==> config.mk <==
export PLATFORM = sky130hd
export DESIGN_NAME = vga_frame_scheduler
export DESIGN_NICKNAME = d
export VERILOG_FILES = /design/src/rtl/vga_pkg.sv /design/src/rtl/vga_frame_scheduler_frame_ticker.sv /design/src/rtl/vga_frame_scheduler.sv
export SDC_FILE = /design/constraint.sdc
export NUM_CORES = 1
export LEC_CHECK = 0
export ABC_AREA = 1
export ABC_CLOCK_PERIOD_IN_PS = 2000
export CORE_MARGIN = 4
export CORE_UTILIZATION = 30
export CTS_CLUSTER_DIAMETER = 50
export DETAILED_ROUTE_END_ITERATION = 8
export PLACE_DENSITY_LB_ADDON = 0.12
export SETUP_SLACK_MARGIN = 0.5
export SLEW_MARGIN = 25
export SYNTH_ARGS = -nofsm -noshare
export SYNTH_HDL_FRONTEND = slang
export SYNTH_SLANG_ARGS = --single-unit
==> constraint.sdc <==
create_clock -name pixel_clk -period 2 [get_ports pixel_clk]
set_input_delay 0.2 -clock pixel_clk [delete_from_list [all_inputs] [get_ports pixel_clk]]
set_output_delay 0.2 -clock pixel_clk [all_outputs]
set_load 0.01 [all_outputs]
==> src/rtl/vga_pkg.sv <==
// rtl/vga_pkg.sv - shared VGA timing constants and display-update types
//
// Purpose: constants shared with the VGA timing generator, the scheduler
// FSM state type and the packed display-state bundle handed to pixel_gen.
package vga_pkg;

   // 640x480 @ 60 Hz timing, shared with the VGA timing generator
   localparam int unsigned H_VISIBLE     = 640;
   localparam int unsigned H_FRONT_PORCH = 16;
   localparam int unsigned H_SYNC        = 96;
   localparam int unsigned H_BACK_PORCH  = 48;
   localparam int unsigned V_VISIBLE     = 480;
   localparam int unsigned V_FRONT_PORCH = 10;
   localparam int unsigned V_SYNC        = 2;
   localparam int unsigned V_BACK_PORCH  = 33;

   typedef enum logic [1:0] {
      SCAN,
      OPEN,
      COMMIT,
      DONE
   } sched_state_t;

   typedef struct packed {
      logic [7:0]  destination;
      logic [25:0] people_data;
      logic [1:0]  sim_state;
   } display_state_t;

endpackage

==> src/rtl/vga_frame_scheduler_frame_ticker.sv <==
// rtl/vga_frame_scheduler_frame_ticker.sv - frame-rate timing services
//
// Purpose: detects entry into vertical blanking and keeps the per-frame
// counters used by pixel_gen animation.
// Ports:
//   pixel_clk, reset  clock, asynchronous active-high reset
//   in_blank          current line is a blanking line
//   commit            display update is being committed this cycle
//   vblank_start      one-cycle pulse on the first blanking-line cycle
//   frame_count       frames since reset, wraps at 256
//   blink             toggles every BLINK_FRAMES frames
//   stale_frames      frames since last commit, saturating at STALE_MAX
module frame_ticker
   import vga_pkg::*;
#(
   parameter int unsigned BLINK_FRAMES = 30,
   parameter int unsigned STALE_MAX    = 255
) (
   input  logic       pixel_clk,
   input  logic       reset,
   input  logic       in_blank,
   input  logic       commit,
   output logic       vblank_start,
   output logic [7:0] frame_count,
   output logic       blink,
   output logic [7:0] stale_frames
);

   localparam logic [7:0] BLINK_LAST = 8'(BLINK_FRAMES - 1);
   localparam logic [7:0] STALE_SAT  = 8'(STALE_MAX);

   logic       in_blank_q;
   logic [7:0] blink_cnt;

   // in_blank_q resets high so releasing reset in the middle of blanking
   // does not fake a blank entry.
   assign vblank_start = in_blank & ~in_blank_q;

   always_ff @(posedge pixel_clk or posedge reset) begin
      if (reset) begin
         in_blank_q   <= 1'b1;
         frame_count  <= 8'd0;
         blink        <= 1'b0;
         blink_cnt    <= 8'd0;
         stale_frames <= 8'd0;
      end else begin
         in_blank_q <= in_blank;
         if (vblank_start) begin
            frame_count <= frame_count + 8'd1;
            if (blink_cnt == BLINK_LAST) begin
               blink_cnt <= 8'd0;
               blink     <= ~blink;
            end else begin
               blink_cnt <= blink_cnt + 8'd1;
            end
         end
         // commit comes from COMMIT, which always follows OPEN, so it can
         // never land on the same cycle as vblank_start.
         if (commit) begin
            stale_frames <= 8'd0;
         end else if (vblank_start && (stale_frames != STALE_SAT)) begin
            stale_frames <= stale_frames + 8'd1;
         end
      end
   end

endmodule

==> src/rtl/vga_frame_scheduler.sv <==
// rtl/vga_frame_scheduler.sv - tear-free once-per-frame display update scheduler
//
// Purpose: accepts display-state updates from the simulation core over a
// req/ack handshake and commits at most one per frame, only inside vertical
// blanking, so pixel_gen never sees a half-updated frame.
// Ports:
//   pixel_clk, reset        clock, asynchronous active-high reset
//   vert_count              current line from the VGA timing counter
//   upd_req / upd_ack       level request held until the one-cycle ack
//   upd_destination, upd_people_data, upd_sim_state   requested state
//   disp_destination, disp_people_data, disp_sim_state committed state
//   vblank_start, frame_count, blink, stale_frames    frame timing services
module vga_frame_scheduler
   import vga_pkg::*;
#(
   parameter int unsigned V_VISIBLE    = vga_pkg::V_VISIBLE,
   parameter int unsigned BLINK_FRAMES = 30,
   parameter int unsigned STALE_MAX    = 255
) (
   input  logic        pixel_clk,
   input  logic        reset,
   input  logic [9:0]  vert_count,
   input  logic        upd_req,
   input  logic [7:0]  upd_destination,
   input  logic [25:0] upd_people_data,
   input  logic [1:0]  upd_sim_state,
   output logic        upd_ack,
   output logic [7:0]  disp_destination,
   output logic [25:0] disp_people_data,
   output logic [1:0]  disp_sim_state,
   output logic        vblank_start,
   output logic [7:0]  frame_count,
   output logic        blink,
   output logic [7:0]  stale_frames
);

   localparam logic [9:0] FIRST_BLANK_LINE = 10'(V_VISIBLE);

   sched_state_t   state_q;
   sched_state_t   state_d;
   display_state_t disp_q;
   display_state_t upd_state;
   logic           in_blank;
   logic           commit;

   assign in_blank  = (vert_count >= FIRST_BLANK_LINE);
   assign commit    = (state_q == COMMIT);
   assign upd_state = '{destination: upd_destination,
                        people_data: upd_people_data,
                        sim_state:   upd_sim_state};

   always_ff @(posedge pixel_clk or posedge reset) begin
      if (reset) begin
         state_q <= SCAN;
      end else begin
         state_q <= state_d;
      end
   end

   always_comb begin
      state_d = state_q;
      case (state_q)
         SCAN: begin
            if (vblank_start) begin
               state_d = OPEN;
            end
         end
         OPEN: begin
            // leaving blank wins over a same-cycle request: window missed
            if (!in_blank) begin
               state_d = SCAN;
            end else if (upd_req) begin
               state_d = COMMIT;
            end
         end
         COMMIT: begin
            // The ack is already out, so the latch still happens; an abrupt
            // blank exit only skips DONE.
            state_d = in_blank ? DONE : SCAN;
         end
         DONE: begin
            if (!in_blank) begin
               state_d = SCAN;
            end
         end
         default: state_d = SCAN;
      endcase
   end

   always_ff @(posedge pixel_clk or posedge reset) begin
      if (reset) begin
         disp_q <= '0;
      end else if (commit) begin
         disp_q <= upd_state;
      end
   end

   assign upd_ack          = commit;
   assign disp_destination = disp_q.destination;
   assign disp_people_data = disp_q.people_data;
   assign disp_sim_state   = disp_q.sim_state;

   frame_ticker #(
      .BLINK_FRAMES (BLINK_FRAMES),
      .STALE_MAX    (STALE_MAX)
   ) u_frame_ticker (
      .pixel_clk    (pixel_clk),
      .reset        (reset),
      .in_blank     (in_blank),
      .commit       (commit),
      .vblank_start (vblank_start),
      .frame_count  (frame_count),
      .blink        (blink),
      .stale_frames (stale_frames)
   );

endmodule

======== After elaboration in Yosys (flattened, before gate mapping) ========
Index checks and enable logic that the tools add are counted.
word-level totals
  output and inout bits ................... 55
  logic and storage cells ................. 38
  input bits .............................. 49
  bits in registers ....................... 64
cells by class
  add/sub/neg operators ................... 3
  equal/unequal tests ..................... 8
  $lt $le $gt $ge ......................... 1
  reductions and logical operators ........ 5
  bitwise gates (word level) .............. 3
  multiplexer cells ....................... 9
operator list
  operator                                              count
  adder 8 x 1 -> 8 bit, second input constant           3
  2-to-1 mux 8 bit                                      3
  >= comparator 10 x 9 -> 1 bit, second input constant  1
  2-to-1 mux 2 bit                                      5
  equality test 8 x 5 -> 1 bit, second input constant   1
  != test 8 bit, second input constant                  1
  case mux 2 bit (4 select lines)                       1
  equality test 2 bit, second input constant            2
  != test 3 bit, second input constant                  1
  AND reduction 3 bit                                   1
  equality test 2 x 1 -> 1 bit, second input constant   1
  logical NOT 2 bit                                     1
  != test 2 x 1 -> 1 bit, second input constant         1
  != test 2 bit, second input constant                  1
  inverter 1 bit                                        2
  AND reduction 2 bit                                   1
  nonzero test 2 bit                                    1
  bitwise AND 1 bit                                     1
  logical AND 1 bit                                     1

======== Depth between registers and ports, before layout ========
Gate-level depths: netlist (run 1).
  depth in word-level cells ............... 5
  gate-level depth with buffers ........... 9
  mapped depth without buffers ............ 9

======== Modules after synthesis ========
From an unflattened synthesis (run 1), not the netlist that was laid out.
unflattened totals
  cells, all modules ...................... 373
  area, all modules ....................... 2965.3 µm²
by module, submodules not included
  module               instances  sequential area each (µm²)  area each (µm²)  cells an instance
  vga_frame_scheduler  1          950.9                       1544.0           183
  frame_ticker         1          651.9                       1421.4           190

======== Worst setup path before layout (run 1) ========
Ideal clock, no wire load.
  kind .................................... reg2reg
  start ................................... register u_frame_ticker.stale_frames[0]
  end ..................................... register u_frame_ticker.stale_frames[6]
  path slack .............................. 0.614 ns
  required time ........................... 1.883 ns
  library setup time ...................... 0.117 ns
  arrival time ............................ 1.270 ns
  cell stages (with the launch flop) ...... 9
  cell sequence ........................... dfrtp_1 > ha_1 > nand2_2 > nor2_2 > nand2_2 > nand3_4 > nand2_4 > nand2_1 > nand2_1
between the ends
  cells in the longest elaborated chain, start to end .. 3
  elaborated cells between the ends (all ways) .. 6
  those cells by class .................... add/sub (1); eq/ne (1); mux (2); reduce/logical (2)
RTL lines
  what                                                    line                                                                            text
  start, declared                                         vga_frame_scheduler_frame_ticker.sv:26                                          output logic [7:0] stale_frames
  start signal, assigned                                  vga_frame_scheduler_frame_ticker.sv:62                                          stale_frames <= stale_frames + 8'd1;
  adder 8 x 1 -> 8 bit or != test 8 bit (tied branches)   vga_frame_scheduler_frame_ticker.sv:62, vga_frame_scheduler_frame_ticker.sv:61
  2-to-1 mux 8 bit or logical AND 1 bit (tied branches)   vga_frame_scheduler_frame_ticker.sv:61                                          end else if (vblank_start && (stale_frames != STALE_SAT)) begin
  2-to-1 mux 8 bit or nonzero test 2 bit (tied branches)  -
Parallel ways exist; a longest one is shown, timed or not. The select of a mux whose other input is x is not followed.
A chain may end at the register's enable or synchronous reset.

======== Worst setup path after layout (run 1) ========
  start ................................... register u_frame_ticker.stale_frames[2]
  end ..................................... output stale_frames[2]
RTL lines
  what           line                       text
  end, declared  vga_frame_scheduler.sv:34  output logic [7:0] stale_frames
No word-level cell between the ends.

==> impl_metrics.ini, run 1 <==
[sta]
tns_ps = 0
max_clock_freq_mhz = 685
finalSetupViolations = 0
grt_setup_unrepaired = true
setup_ws_ps = 541
fin_crit_ps = 1460
report.final.slew_viol_count = 0
worst_pin_slew_ps = 520
post_route_fraction_of_the_period_consumed_by_the_critical_path_pct = 72.9
timing.clock.skew_ps = 10.8
relative_slew_margins_pct = 65.3
finalHoldViolations = 0

[route]
vias = 2742
route.detailed.drc = 0
count_of_tritonroute_iterations_in_the_first_routing_pass = 6
route.detailed.vias_per_inst = 4.32
detailed_router_s_first_iteration_violation_count = 80
post_drt_wl_per_cell_microns = 12.4
detail_route.wirelength_microns = 7840
postRouteAntennaNets = 0

[setup_path]
critPathRequiredTime_ps = 1800
crit_arrival_ps = 1260
timing.critical_path.slowest_stage_cell = clkdlybuf4s50_1
cp_num_buf_inv = 1
crit_path_end_kind = output port
path_max_fanout = 2
worstSetupStartpoint = u_frame_ticker.stale_frames[2]
reg2reg_from = u_frame_ticker.stale_frames[1]
cp_cell_sequence = clkdlybuf4s50_1
path_class = reg2out
max_stage_delay_ps = 550
critPathTopFamily = buffers and inverters
cp-start-kind = register

[yosys]
yosys_register_bits = 64
synth.yosys.seq_area_share_pct = 52.5
largest_family_of_logic_cells_by_synthesized_area = simple AND/OR/NAND/NOR gates
synth-xor-area-share_pct = 1.43
synthesis.area_sq_um = 3060
yosysTopAreaCellShare_pct = 51.6
synth_area_leaders = dfrtp_1 52%, nand2_1 24%, nand3_1 4.3%
syn-instance-count = 385
yosys_warnings = 0
synth_adder_area_share_pct = 1.64
synthesis.area_per_instance_sq_um = 7.94
share_of_synthesized_cell_area_in_and_or_nand_and_nor_gates_pct = 35.2
yosys.area.top_type = dfrtp_1
muxShareOfSynthArea_pct = 0
synth.distinct_cells = 29
synth.net_count = 438
synth-compound-area-share_pct = 3.73

[placement]
globalplace.congestion = 0.756
port-buffer-count = 98
placement.setup.worst_slack_ps = 138
estimated_wirelength_of_the_detail_placed_design_microns = 5530

[floorplanning]
chipHeight_microns = 109
total_die_area_sq_um = 11900
fp.dieW_microns = 109
io-pin-count = 104
placeableCoreArea_sq_um = 9860
placement_rows = 36
start_util_pct = 31.0

[power]
static-leakage-power_uw = 0.00247
netSwitchingPower_uw = 1740
power.sequential.fraction_pct = 39.7
cellPowerDensity_nw_per_um2 = 1140
combPwrFrac_pct = 36.7
swShare_pct = 33.6
clockPowerShare_pct = 23.6
vdd.ir_drop.worst_mv = 0.520
cell_internal_pwr_uw = 3440

[clocking]
cts-hold-fix-buffers = 0
cts_tree = done
cts_max_level = 3
cts-root-to-sink-buffers = 2
tritoncts.num_buffers = 9
clock_insertion_delay_worst_skew_ps = 340
clock_tree_root_buffer_cell = clkbuf_8
clkSlewWorstSetupHoldPaths_ps = 80
cts_num_sinks = 64

[grt]
gr-usage-all-layers_pct = 14.4
vias_in_the_first_global_route = 2811
grt_pass1_wl_microns = 13300
antenna_violations_before_repair = 0
grt_max_degree = 48
globalRoute.totalOverflow = 0

[flow_run]
timing.max_cap.violations = 0

[finish]
areaGrowthSynthToFinish_pct = 48.6
drive_gt1_share_pct = 11.2
antenna-diode-count = 0
num-nets-final = 549

[hold_path]
worst_hold_path_type = in2async

[run_status]
outcome = complete, no violations
[path summary, 6_finish.rpt]
kind / end / slack, ps / cells past startpoint
worst max-delay path: stale_frames[2] / 540 / 1
worst min register to register: disp_people_data[13] / 470 / 2
min in group pixel_clk: disp_people_data[8] / 390 / 3
max in group asynchronous: u_frame_ticker.in_blank_q / 1210 / 3
worst min-delay path: u_frame_ticker.stale_frames[4] / 240 / 2
worst max register to register: u_frame_ticker.stale_frames[7] / 600 / 8
[synth_stat cells]
| cell | number |
|---|---|
| nand3_4 | 1 |
| clkbuf_8 | 1 |
| buf_2 | 5 |
| inv_2 | 2 |
| nor3_1 | 3 |
| buf_4 | 3 |
| o21ai_0 | 4 |
| o211ai_1 | 1 |
| nand3b_1 | 3 |
| nand2_1 | 196 |
| nand4_1 | 2 |
| inv_1 | 24 |
| nor2_1 | 20 |
| o21ai_1 | 2 |
| xor2_1 | 3 |
| o21ai_2 | 6 |
| nor2_2 | 2 |
| xnor2_1 | 2 |
| a21oi_1 | 1 |
| nand3_1 | 26 |
| nor3b_1 | 1 |
| dfrtp_1 | 63 |
| dfstp_2 | 1 |
| nand2_4 | 1 |
| ha_1 | 4 |
| nand2_2 | 2 |
| clkbuf_1 | 3 |
| o21bai_4 | 1 |
| nor2_4 | 2 |
[cells in the final DEF (no fill, tap or decap), types with 2 or more instances in the layout]
master	count
clkbuf_1	2
ha_1	3
nand4_1	2
nand2_2	2
o21ai_1	2
nand3_1	26
dlymetal6s2s_1	25
o21ai_2	6
xnor2_1	2
xor2_1	3
dlygate4sd2_1	9
buf_12	2
bufinv_16	2
buf_4	12
nor2_1	19
nor2_4	2
clkinvlp_4	2
clkbuf_2	2
nor3_1	3
clkbuf_8	9
inv_1	23
nand2_1	196
o21ai_0	4
nand3b_1	3
dfrtp_2	5
clkdlybuf4s50_1	62
dfrtp_1	58
nor2_2	3
[per-layer routing]
layer	vias up	routed length (microns)	global-route usage [%]
met5	-	0	0
met4	0	102	4.69
met3	9	835	7.76
met2	77	3520	21.8
met1	1246	3390	17.4
li1	1410	-	-
[cell families after synthesis]
family / Yosys count
AO/OA/AOI/OAI: 15
XOR/XNOR: 5
adder cells (fa/ha/maj): 4
AND/OR/NAND/NOR: 259
flip-flops: 64
buffers and inverters: 38
[flip-flops by register name (all words and copies together), names as in the netlist]
signal / flops
disp_people_data: 26
state_q: 2
u_frame_ticker.frame_count: 8
u_frame_ticker.blink_cnt: 8
u_frame_ticker.in_blank_q: 1
u_frame_ticker.stale_frames: 8
u_frame_ticker.blink: 1
disp_destination: 8
disp_sim_state: 2
[through the flow]
stage / power, uW / utilization (%) / std cells / instance area, sq um / hold slack, ps
finish: 5180 / 46.0 / 634 / 4540 / 242
global route: 5600 / 46.0 / 634 / 4540 / 260
CTS: 5300 / 45.2 / 632 / 4460 / 250
detailed placement: 4020 / 42.6 / 610 / 4200 / 458
global placement: 3990 / 42.6 / 610 / 4200 / 453
floorplan: 2920 / - / 385 / 3060 / 317
[what timing repair did]
action / in CTS / in global routing
endpoints found under the setup margin: 25 / 36
buffers inserted: 6 / 2
gates resized for setup: 17 / 32
[power by group through the flow]
stage	sequential (uW)	combinational [uW]	clock [uW]
CTS	2070	1970	1260
floorplan	2240	683	0
global placement	2090	1900	0
detailed placement	2110	1910	0
finish	2060	1910	1220
global route	2130	2140	1330
[area by class of cell]
cell class                 count  area (sq um)
inverter                      26           104
timing repair buffer         112          1150
fill                         968          5320
tap                          133           166
sequential                    64          1610
multi-input combinational    283          1300
clock inverter                 5          81.3
clock buffer                  11           131
Note: power is estimated with default switching activity, not from simulation.
==> run 2: changes to the inputs <==
--- a/config.mk
+++ b/config.mk
@@ -6,7 +6,7 @@
 export NUM_CORES = 1
 export LEC_CHECK = 0
 export ABC_AREA = 1
-export ABC_CLOCK_PERIOD_IN_PS = 2000
+export ABC_CLOCK_PERIOD_IN_PS = 1250
 export CORE_MARGIN = 4
 export CORE_UTILIZATION = 30
 export CTS_CLUSTER_DIAMETER = 50
==> constraint.sdc (replaced) <==
create_clock -name pixel_clk -period 1.25 [get_ports pixel_clk]
set_input_delay 0.125 -clock pixel_clk [delete_from_list [all_inputs] [get_ports pixel_clk]]
set_output_delay 0.125 -clock pixel_clk [all_outputs]
set_load 0.01 [all_outputs]
==> impl_metrics.ini, run 2 (synthesis results as in run 1) <==
[hold_path]
worst_hold_path_type = in2reg

[power]
static-leakage-power_uw = 0.00297
netSwitchingPower_uw = 3720
swShare_pct = 34.7
power.sequential.fraction_pct = 31.4
clockPowerShare_pct = 19.8
cellPowerDensity_nw_per_um2 = 1820
vdd.ir_drop.worst_mv = 0.851
cell_internal_pwr_uw = 6990
combPwrFrac_pct = 48.8

[route]
route.detailed.drc = 0
count_of_tritonroute_iterations_in_the_first_routing_pass = 6
detailed_router_s_first_iteration_violation_count = 69
vias = 3205
post_drt_wl_per_cell_microns = 13.3
detail_route.wirelength_microns = 9630
postRouteAntennaNets = 0
route.detailed.vias_per_inst = 4.45

[placement]
placement.setup.worst_slack_ps = -427
globalplace.congestion = 0.814
port-buffer-count = 98
place_inst = 636
estimated_wirelength_of_the_detail_placed_design_microns = 5880

[finish]
final_common_cell = nand2_1
areaGrowthSynthToFinish_pct = 92.9
largest_reg_flops = 26
num-nets-final = 636
multiInputGateArea_sq_um = 1850
regArea_sq_um = 1610
drive_gt1_share_pct = 52.4
antenna-diode-count = 0
stdcell_count = 721
filler_cell_count = 861
final_cell_mix = 128 x nand2_1, 64 x buf_4, 56 x dfrtp_1, 41 x nand2_2, 39 x buf_6

[grt]
antenna_violations_before_repair = 0
grt.busiest_layer = met2
globalRoute.totalOverflow = 0
groute.layer.met1.usage_pct = 20.1
grt_pass1_wl_microns = 14700
vias_in_the_first_global_route = 3035
gr-usage-all-layers_pct = 16.1
global_route.usage.met3_pct = 6.75
grt_use_met2_pct = 25.6
grt_max_degree = 25

[clocking]
cts-root-to-sink-buffers = 2
clock_tree_root_buffer_cell = clkbuf_8
cts_num_sinks = 64
cts-hold-fix-buffers = 0
clkSlewWorstSetupHoldPaths_ps = 70
cts_tree = done
cts_max_level = 3
clock_insertion_delay_worst_skew_ps = 350
tritoncts.num_buffers = 9

[setup_path]
crit_arrival_ps = 1490
path_class = reg2reg
path_max_fanout = 6
crit_path_end_kind = register
critPathRequiredTime_ps = 1490
cp-start-kind = register

[sta]
post_route_fraction_of_the_period_consumed_by_the_critical_path_pct = 100
relative_slew_margins_pct = 76.9
worst_pin_slew_ps = 346
fin_crit_ps = 1250
max_clock_freq_mhz = 800
hold-worst-slack_ps = 92.5
timing.clock.skew_ps = 6.83
setup_ws_ps = -0.314
finalHoldViolations = 0
report.final.slew_viol_count = 0
grt_setup_unrepaired = true
finalSetupViolations = 2

[floorplanning]
placement_rows = 36
start_util_pct = 31.0
io-pin-count = 104
chipHeight_microns = 109
placeableCoreArea_sq_um = 9860
total_die_area_sq_um = 11900
fp.dieW_microns = 109

[flow_run]
timing.max_cap.violations = 0

[run_status]
outcome = finished with violations
violations = setup timing
run 2: critical path, cell delays in order, from the launching register on:
cell and delay, ps:
dfrtp_2 400, ha_4 160, nand2_4 60, nor2_4 110
nand2_4 80, nand3_4 120, nand2_8 90, nand2_2 70
nand2_1 40
run 2: per-layer routing:
layer	vias up	wire [microns]
li1	1595	-
met1	1529	4050
met2	71	4820
met3	10	633
met4	0	122
met5	-	0
run 2: layout make-up:
cell class                      instances  area share [%]
Multi-Input combinational cell        285            31.4
Inverter                               26            2.14
Timing Repair Buffer                  197            32.2
Tap cell                              133            2.82
Sequential cell                        64            27.3
Clock inverter                          4            1.27
Clock buffer                           12            2.80
run 2: final timing paths:
check | from | end | slack [ps] | cells after the start
max | u_frame_ticker.stale_frames[0] | u_frame_ticker.stale_frames[7] | -0.3 | 8
min | vert_count[9] | state_q[1] | 90 | 3
max reg2reg | u_frame_ticker.stale_frames[0] | u_frame_ticker.stale_frames[7] | -0.3 | 8
min reg2reg | disp_destination[3] | disp_destination[3] | 490 | 2
max in group asynchronous | reset | u_frame_ticker.frame_count[1] | 720 | 3
min in group asynchronous | reset | u_frame_ticker.stale_frames[3] | 100 | 2
run 2: stage by stage:
stage               power [uW]  utilization (%)  TNS (ps)  instance area [sq um]
floorplan                 4910                -     -10.3                   3240
global placement          6930             46.4     -7840                   4570
detailed placement        6960             46.4     -8350                   4570
CTS                       9460             52.6     -2.46                   5190
global route             11400             59.8      -442                   5890
finish                   10700             59.8    -0.524                   5890
run 2: power by group through the flow:
stage	clock (uW)	sequential, uW	combinational [uW]
finish	2120	3360	5220
floorplan	0	3660	1250
global placement	0	3370	3560
detailed placement	0	3360	3600
global route	2290	3440	5680
CTS	2190	3370	3910
run 2: what timing repair did:
item                                    in CTS  in global routing
setup buffers                               21                 39
gates cloned                                 6                  3
gates resized for setup                    329                 81
pin swaps                                   23                 40
endpoints found under the setup margin     119                119
